$ cat config.mk
export PLATFORM = sky130hd
export DESIGN_NAME = fft_addr_seq
export DESIGN_NICKNAME = d
export VERILOG_FILES = /design/src/rtl/fft_addr_seq.sv
export SDC_FILE = /design/constraint.sdc
export NUM_CORES = 1
export LEC_CHECK = 0
export CELL_PAD_IN_SITES_DETAIL_PLACEMENT = 0
export CELL_PAD_IN_SITES_GLOBAL_PLACEMENT = 1
export CORE_UTILIZATION = 40
export DETAILED_ROUTE_END_ITERATION = 7
export PLACE_DENSITY = 0.79
export SLEW_MARGIN = 30
export SYNTH_ARGS = -nofsm -noshare
export SYNTH_HDL_FRONTEND = slang
export SYNTH_SLANG_ARGS = --single-unit
$ cat constraint.sdc
create_clock -name i_clk -period 6.04 [get_ports i_clk]
set_clock_uncertainty 0.2 [all_clocks]
set_input_delay 0.906 -clock i_clk [delete_from_list [all_inputs] [get_ports i_clk]]
set_output_delay 0.906 -clock i_clk [all_outputs]
set_load 0.05 [all_outputs]
$ cat src/rtl/fft_addr_seq.sv
// rtl/fft_addr_seq.sv - radix-2 in-place FFT address sequencer (load, butterfly stages, unload)
module fft_addr_seq #(
    parameter int N        = 8,
    parameter int BFLY_LAT = 2,
    localparam int L       = $clog2(N),
    localparam int SW      = ($clog2(L) > 1) ? $clog2(L) : 1
) (
    input  logic          i_clk,
    input  logic          i_rst,
    input  logic          i_start,
    input  logic          i_in_valid,
    output logic          o_load_ready,
    output logic [L-1:0]  o_load_addr,
    output logic          o_rd_valid,
    output logic [L-1:0]  o_rd_even_addr,
    output logic [L-1:0]  o_rd_odd_addr,
    output logic [L-2:0]  o_twi_addr,
    output logic [SW-1:0] o_stage,
    output logic          o_wr_valid,
    output logic [L-1:0]  o_wr_top_addr,
    output logic [L-1:0]  o_wr_bot_addr,
    output logic          o_unload_valid,
    output logic [L-1:0]  o_unload_addr,
    input  logic          i_out_ready,
    output logic          o_busy,
    output logic          o_done
);

    localparam int DW = ($clog2(BFLY_LAT + 1) > 1) ? $clog2(BFLY_LAT + 1) : 1;

    localparam logic [L-1:0]  K_LAST = L'(N - 1);
    localparam logic [L-2:0]  P_LAST = (L-1)'(N / 2 - 1);
    localparam logic [SW-1:0] S_LAST = SW'(L - 1);
    localparam logic [DW-1:0] D_LAST = DW'(BFLY_LAT - 1);

    typedef enum logic [2:0] {
        S_IDLE,
        S_LOAD,
        S_RUN,
        S_DRAIN,
        S_UNLOAD,
        S_DONE
    } state_t;

    state_t        r_state, w_state_nxt;
    logic [L-1:0]  r_k, w_k_nxt;
    logic [SW-1:0] r_s, w_s_nxt;
    logic [L-2:0]  r_p, w_p_nxt;
    logic [DW-1:0] r_d, w_d_nxt;

    logic [L-1:0]   w_bitrev;
    logic [L-1:0]   w_pair_even, w_pair_odd;
    logic [2*L-1:0] w_even_sh, w_odd_sh;
    logic [L-1:0]   w_even_rot, w_odd_rot;
    logic [L-2:0]   w_twi_mask;
    logic           w_rd_valid;
    logic [L-1:0]   w_rd_even, w_rd_odd;

    logic [BFLY_LAT-1:0] r_pipe_v;
    logic [L-1:0]        r_pipe_e [BFLY_LAT];
    logic [L-1:0]        r_pipe_o [BFLY_LAT];

    // State and counter registers
    always_ff @(posedge i_clk or posedge i_rst) begin
        if (i_rst) begin
            r_state <= S_IDLE;
            r_k     <= '0;
            r_s     <= '0;
            r_p     <= '0;
            r_d     <= '0;
        end else begin
            r_state <= w_state_nxt;
            r_k     <= w_k_nxt;
            r_s     <= w_s_nxt;
            r_p     <= w_p_nxt;
            r_d     <= w_d_nxt;
        end
    end

    // Next-state and counter sequencing
    always_comb begin
        w_state_nxt = r_state;
        w_k_nxt     = r_k;
        w_s_nxt     = r_s;
        w_p_nxt     = r_p;
        w_d_nxt     = r_d;
        case (r_state)
            S_IDLE: begin
                if (i_start) begin
                    w_state_nxt = S_LOAD;
                    w_k_nxt     = '0;
                end
            end
            S_LOAD: begin
                if (i_in_valid) begin
                    if (r_k == K_LAST) begin
                        w_state_nxt = S_RUN;
                        w_k_nxt     = '0;
                        w_s_nxt     = '0;
                        w_p_nxt     = '0;
                    end else begin
                        w_k_nxt = r_k + 1'b1;
                    end
                end
            end
            S_RUN: begin
                if (r_p == P_LAST) begin
                    w_state_nxt = S_DRAIN;
                    w_p_nxt     = '0;
                    w_d_nxt     = '0;
                end else begin
                    w_p_nxt = r_p + 1'b1;
                end
            end
            S_DRAIN: begin
                if (r_d == D_LAST) begin
                    if (r_s == S_LAST) begin
                        w_state_nxt = S_UNLOAD;
                        w_k_nxt     = '0;
                    end else begin
                        w_state_nxt = S_RUN;
                        w_s_nxt     = r_s + 1'b1;
                    end
                end else begin
                    w_d_nxt = r_d + 1'b1;
                end
            end
            S_UNLOAD: begin
                if (i_out_ready) begin
                    if (r_k == K_LAST) begin
                        w_state_nxt = S_DONE;
                    end else begin
                        w_k_nxt = r_k + 1'b1;
                    end
                end
            end
            S_DONE: begin
                w_state_nxt = S_IDLE;
                w_k_nxt     = '0;
                w_s_nxt     = '0;
                w_p_nxt     = '0;
                w_d_nxt     = '0;
            end
            default: w_state_nxt = S_IDLE;
        endcase
    end

    // Address arithmetic: bit-reversed load index, rotated butterfly pair, twiddle mask
    always_comb begin
        w_bitrev = '0;
        for (int i = 0; i < L; i++) begin
            w_bitrev[i] = r_k[L-1-i];
        end
        w_pair_even = {r_p, 1'b0};
        w_pair_odd  = {r_p, 1'b1};
        w_even_sh   = {{L{1'b0}}, w_pair_even} << r_s;
        w_odd_sh    = {{L{1'b0}}, w_pair_odd} << r_s;
        w_even_rot  = w_even_sh[L-1:0] | w_even_sh[2*L-1:L];
        w_odd_rot   = w_odd_sh[L-1:0] | w_odd_sh[2*L-1:L];
        w_twi_mask  = {(L-1){1'b1}} << (S_LAST - r_s);
    end

    // State-owned outputs; everything outside its owning state reads as zero
    always_comb begin
        o_load_ready   = 1'b0;
        o_load_addr    = '0;
        w_rd_valid     = 1'b0;
        w_rd_even      = '0;
        w_rd_odd       = '0;
        o_twi_addr     = '0;
        o_stage        = '0;
        o_unload_valid = 1'b0;
        o_unload_addr  = '0;
        o_busy         = (r_state != S_IDLE);
        o_done         = (r_state == S_DONE);
        case (r_state)
            S_LOAD: begin
                o_load_ready = 1'b1;
                o_load_addr  = w_bitrev;
            end
            S_RUN: begin
                w_rd_valid = 1'b1;
                w_rd_even  = w_even_rot;
                w_rd_odd   = w_odd_rot;
                o_twi_addr = r_p & w_twi_mask;
                o_stage    = r_s;
            end
            S_UNLOAD: begin
                o_unload_valid = 1'b1;
                o_unload_addr  = r_k;
            end
            default: ;
        endcase
    end

    assign o_rd_valid     = w_rd_valid;
    assign o_rd_even_addr = w_rd_even;
    assign o_rd_odd_addr  = w_rd_odd;

    // Write-back delay line: reads reappear as writes BFLY_LAT cycles later
    always_ff @(posedge i_clk or posedge i_rst) begin
        if (i_rst) begin
            r_pipe_v <= '0;
            for (int i = 0; i < BFLY_LAT; i++) begin
                r_pipe_e[i] <= '0;
                r_pipe_o[i] <= '0;
            end
        end else begin
            r_pipe_v[0] <= w_rd_valid;
            r_pipe_e[0] <= w_rd_even;
            r_pipe_o[0] <= w_rd_odd;
            for (int i = 1; i < BFLY_LAT; i++) begin
                r_pipe_v[i] <= r_pipe_v[i-1];
                r_pipe_e[i] <= r_pipe_e[i-1];
                r_pipe_o[i] <= r_pipe_o[i-1];
            end
        end
    end

    assign o_wr_valid    = r_pipe_v[BFLY_LAT-1];
    assign o_wr_top_addr = r_pipe_e[BFLY_LAT-1];
    assign o_wr_bot_addr = r_pipe_o[BFLY_LAT-1];

endmodule

==> flow_summary.rst <==
.. list-table::
   :header-rows: 1

   * - Metric
     - Value
   * - Origin of the critical flop-to-flop path
     - r_state[1]$_DFFE_PP0P_
   * - Initial core utilization
     - between 40% and 50%
   * - Number of routed nets with antenna violations
     - 0
   * - Met1 usage
     - 23.10%
   * - Unrepaired setup endpoints after global routing
     - false
   * - Number of pins with negative max-slew slack in the final report
     - 0
   * - Number of instances resized during post-cts repair
     - 0
   * - Hold-fix buffer count after cts
     - 0
   * - FILL cells
     - 310
   * - Global-route wire length before repair
     - 4968 µm
   * - Post-synth cell types
     - 44
   * - Max-capacitance violation count
     - 0
   * - Hold Vio Cnt, Final
     - 0
   * - Average via count per standard cell
     - 5.266
   * - Max transition margin
     - 53.87%
   * - Run status
     - completed
   * - Number of design rule violations left after detail routing
     - 0
   * - All-layer global routing usage
     - 15.72%
   * - Antenna violations before repair
     - 0
   * - Avg Synthesized Cell Area
     - 9.759 µm²
   * - Number of optimization iterations in the first detailed-route pass
     - 4
   * - Net total in the final layout
     - between 150 and 200
   * - Met3 track demand over resource
     - 3.650%
   * - Util after Layout
     - a little over half
   * - Setup WS pre-CTS
     - ~2.4 ns
   * - Worst setup path class
     - reg -> out
   * - Crit path capture type
     - primary output
   * - Worst setup path start
     - r_state[1]$_DFFE_PP0P_
   * - Area of the core
     - roughly 3400 µm²
   * - Total wire length
     - 2945 µm
   * - Top-level I/O count
     - 33
   * - Routability Congestion
     - between 0.8 and 0.9
   * - Time the final worst path needs with I/O delays and setup
     - 4.075 ns
   * - Synth Cell Area
     - 1464 µm²
   * - Terminus of the critical flop-to-flop path
     - r_state[2]$_DFFE_PP0P_
   * - Signal arrival time at the worst endpoint
     - approximately 3.0 ns
   * - Vias after detailed routing
     - ~1100
   * - Peak-usage layer in the global routing report
     - met2
   * - FF+latch count, synth
     - 26
   * - Insertion delay of the later-clocked pin in the worst-skew pair
     - 0.32 ns
   * - Width of the chip
     - around 62 µm
   * - P&R area growth vs syn
     - 22.99%
   * - Hold path startpoint
     - r_pipe_e[5]$_DFF_PP0_
   * - Worst min-delay path category
     - reg -> reg
   * - Largest net degree at the start of global routing
     - 27
   * - Detail Placement HPWL
     - between 2000 and 2500 µm
   * - Std-Cell Rows
     - 21
   * - Setup slack after layout
     - a little under 2 ns
   * - CP Launch Type
     - register
   * - Final routed wire length divided by cell count
     - 13.51 µm
   * - Data required time at the worst endpoint
     - a little under 5 ns
   * - Setup violations, final
     - 0
   * - Count of flip-flops with a built-in enable after synthesis
     - 0
   * - Number of instances in the placed design
     - approximately 210
   * - Clock Path Buffers
     - 2
   * - Worst-path maximum fanout
     - 22
   * - Prevailing post-synth register cell
     - sky130_fd_sc_hd__dfrtp_1
   * - Capturing element of the worst setup path
     - o_rd_odd_addr[2]
   * - Non-Filler Instances
     - around 220
   * - Via count of the first global-routing pass
     - approximately 1100
   * - Inserted Clock Buffers
     - 3
   * - Cells on worst reg2reg path
     - 4
   * - Synthesized Nets
     - 162
   * - Clock tree from TritonCTS
     - done
   * - Clock Tree Root
     - sky130_fd_sc_hd__clkbuf_4
   * - Global routing met2 resource utilization
     - about a quarter
   * - Post-Synthesis Cells
     - 150
   * - Count of clock tree sinks
     - 26
   * - Sum of negative setup slack
     - 0 ns
   * - Ratio of cells with drive above 1 in the final layout
     - between 10% and 20%
   * - Transition at the pin with the smallest max-transition slack
     - 0.6919 ns
   * - Seq/Total Area, Yosys
     - 44.44%
   * - Gr ovfl total
     - 0
   * - Minimum setup slack among reg-to-reg paths
     - 3.87 ns
   * - Post-CTS setup repair buffer count
     - 0
   * - Peak clock frequency supported by timing
     - 0.2454 GHz
   * - Fraction of synthesis flops using an asynchronous set or reset pin
     - 100.0%
   * - Iteration-0 DRC Markers
     - 56
   * - Port Buf Inserts
     - 32
   * - N_diodes
     - 0
   * - H-tree level count
     - 1
   * - Yosys Warn Count
     - 0
   * - Clock slew seen by the registers of the worst setup and hold paths
     - 0.14 ns
   * - Height of the chip
     - approximately 62 µm
   * - Full die area
     - 3906 µm²
   * - Share of the cycle needed by the critical path after routing
     - 67.47%
-- stage by stage --
step | area [µm²] | hold slack [ns]
2_1_floorplan | 1464 | 0.1312
3_3_place_gp | 1748 | 0.1330
3_5_place_dp | 1748 | 0.1379
4_1_cts | 1800 | 0.1727
5_1_grt | 1800 | 0.1821
6_report | 1800 | 0.1629
-- flip-flops by register name, indices dropped and copies added, names as in the netlist --
signal,cells
r_state,3
o_wr_top_addr,3
r_pipe_v,2
r_p,2
r_d,2
r_pipe_e,3
o_wr_bot_addr,3
r_pipe_o,3
r_k,3
r_s,2
-- cell usage after synthesis, types with 2 or more instances --
cell type	number	area, µm²
sky130_fd_sc_hd__nand4_1	2	12.51
sky130_fd_sc_hd__buf_2	3	15.01
sky130_fd_sc_hd__nand2_1	11	41.29
sky130_fd_sc_hd__mux2_4	3	45.04
sky130_fd_sc_hd__nand3_1	4	20.02
sky130_fd_sc_hd__buf_6	2	22.52
sky130_fd_sc_hd__and2_1	2	12.51
sky130_fd_sc_hd__clkbuf_1	3	11.26
sky130_fd_sc_hd__mux2i_1	4	40.04
sky130_fd_sc_hd__nand3_2	3	30.03
sky130_fd_sc_hd__and3_1	6	37.54
sky130_fd_sc_hd__ha_1	7	87.58
sky130_fd_sc_hd__o21ai_0	7	35.03
sky130_fd_sc_hd__a211oi_1	2	15.01
sky130_fd_sc_hd__nor4_1	2	12.51
sky130_fd_sc_hd__dfrtp_1	26	650.6
sky130_fd_sc_hd__nor2_1	14	52.55
sky130_fd_sc_hd__a21oi_1	7	35.03
sky130_fd_sc_hd__a32oi_1	2	17.52
sky130_fd_sc_hd__buf_4	6	45.04
sky130_fd_sc_hd__nor4b_1	2	17.52
sky130_fd_sc_hd__inv_1	10	37.54
-- metal layers --
layer	vias up	wire length, µm
li1	560	-
met1	568	1476
met2	18	1366
met3	2	88
met4	0	14
met5	-	0
-- layout by cell type (no fill, tap or decap), types with 2 or more instances in the layout --
cell type / n
sky130_fd_sc_hd__inv_1: 9
sky130_fd_sc_hd__and3_1: 6
sky130_fd_sc_hd__a21oi_1: 7
sky130_fd_sc_hd__nor4b_1: 2
sky130_fd_sc_hd__nor2_1: 14
sky130_fd_sc_hd__o21ai_0: 7
sky130_fd_sc_hd__mux2_4: 3
sky130_fd_sc_hd__nor4_1: 2
sky130_fd_sc_hd__inv_2: 2
sky130_fd_sc_hd__nand2_1: 11
sky130_fd_sc_hd__nand4_1: 2
sky130_fd_sc_hd__clkbuf_4: 3
sky130_fd_sc_hd__dfrtp_1: 26
sky130_fd_sc_hd__clkdlybuf4s50_1: 32
sky130_fd_sc_hd__nand3_1: 4
sky130_fd_sc_hd__nand3_2: 3
sky130_fd_sc_hd__a32oi_1: 2
sky130_fd_sc_hd__a211oi_1: 2
sky130_fd_sc_hd__and2_1: 2
sky130_fd_sc_hd__ha_1: 7
sky130_fd_sc_hd__mux2i_1: 4
-- kinds of logic (layout without fill, tap and decap cells) --
logic type | count (synthesis) | count (layout) | synth area share, %
AND/OR/NAND/NOR | 57 | 57 | 21.45
multiplexers | 7 | 7 | 5.812
AO/OA/AOI/OAI | 28 | 28 | 13.08
flip-flops | 26 | 26 | 44.44
buffers and inverters | 25 | 47 | 9.230
adder cells (fa/ha/maj) | 7 | 7 | 5.983
-- critical path, cell delays in order, from the launching register on --
cell and delay, ns:
sky130_fd_sc_hd__dfrtp_1 0.81, sky130_fd_sc_hd__nor2b_1 0.46, sky130_fd_sc_hd__nand2_2 0.21, sky130_fd_sc_hd__a311oi_2 0.31, sky130_fd_sc_hd__clkdlybuf4s50_1 0.85
-- final cells by class --
cell class / count / area [µm²] / share of cell area, %
clock buffer: 3 / 22.52 / 1.251
clock inverter: 1 / 30.03 / 1.668
inverter: 11 / 41.29 / 2.293
multi-input combinational: 99 / 678.2 / 37.66
sequential: 26 / 650.6 / 36.14
tap: 46 / 57.56 / 3.197
timing repair buffer: 32 / 320.3 / 17.79
-- how the worst min path moves through the flow --
stage          slack (ns)  cells past startpoint                    endpoint
5_1_grt              0.18                      0  o_wr_top_addr[2]$_DFF_PP0_
3_3_place_gp         0.13                      0  o_wr_top_addr[1]$_DFF_PP0_
2_1_floorplan        0.13                      0  o_wr_bot_addr[0]$_DFF_PP0_
6_report             0.16                      0  o_wr_top_addr[2]$_DFF_PP0_
3_5_place_dp         0.14                      0  o_wr_top_addr[2]$_DFF_PP0_
4_1_cts              0.17                      0  o_wr_top_addr[2]$_DFF_PP0_
Power is not shown: default switching activity piles up to over one toggle a cycle in this logic, so the estimate is an artifact.
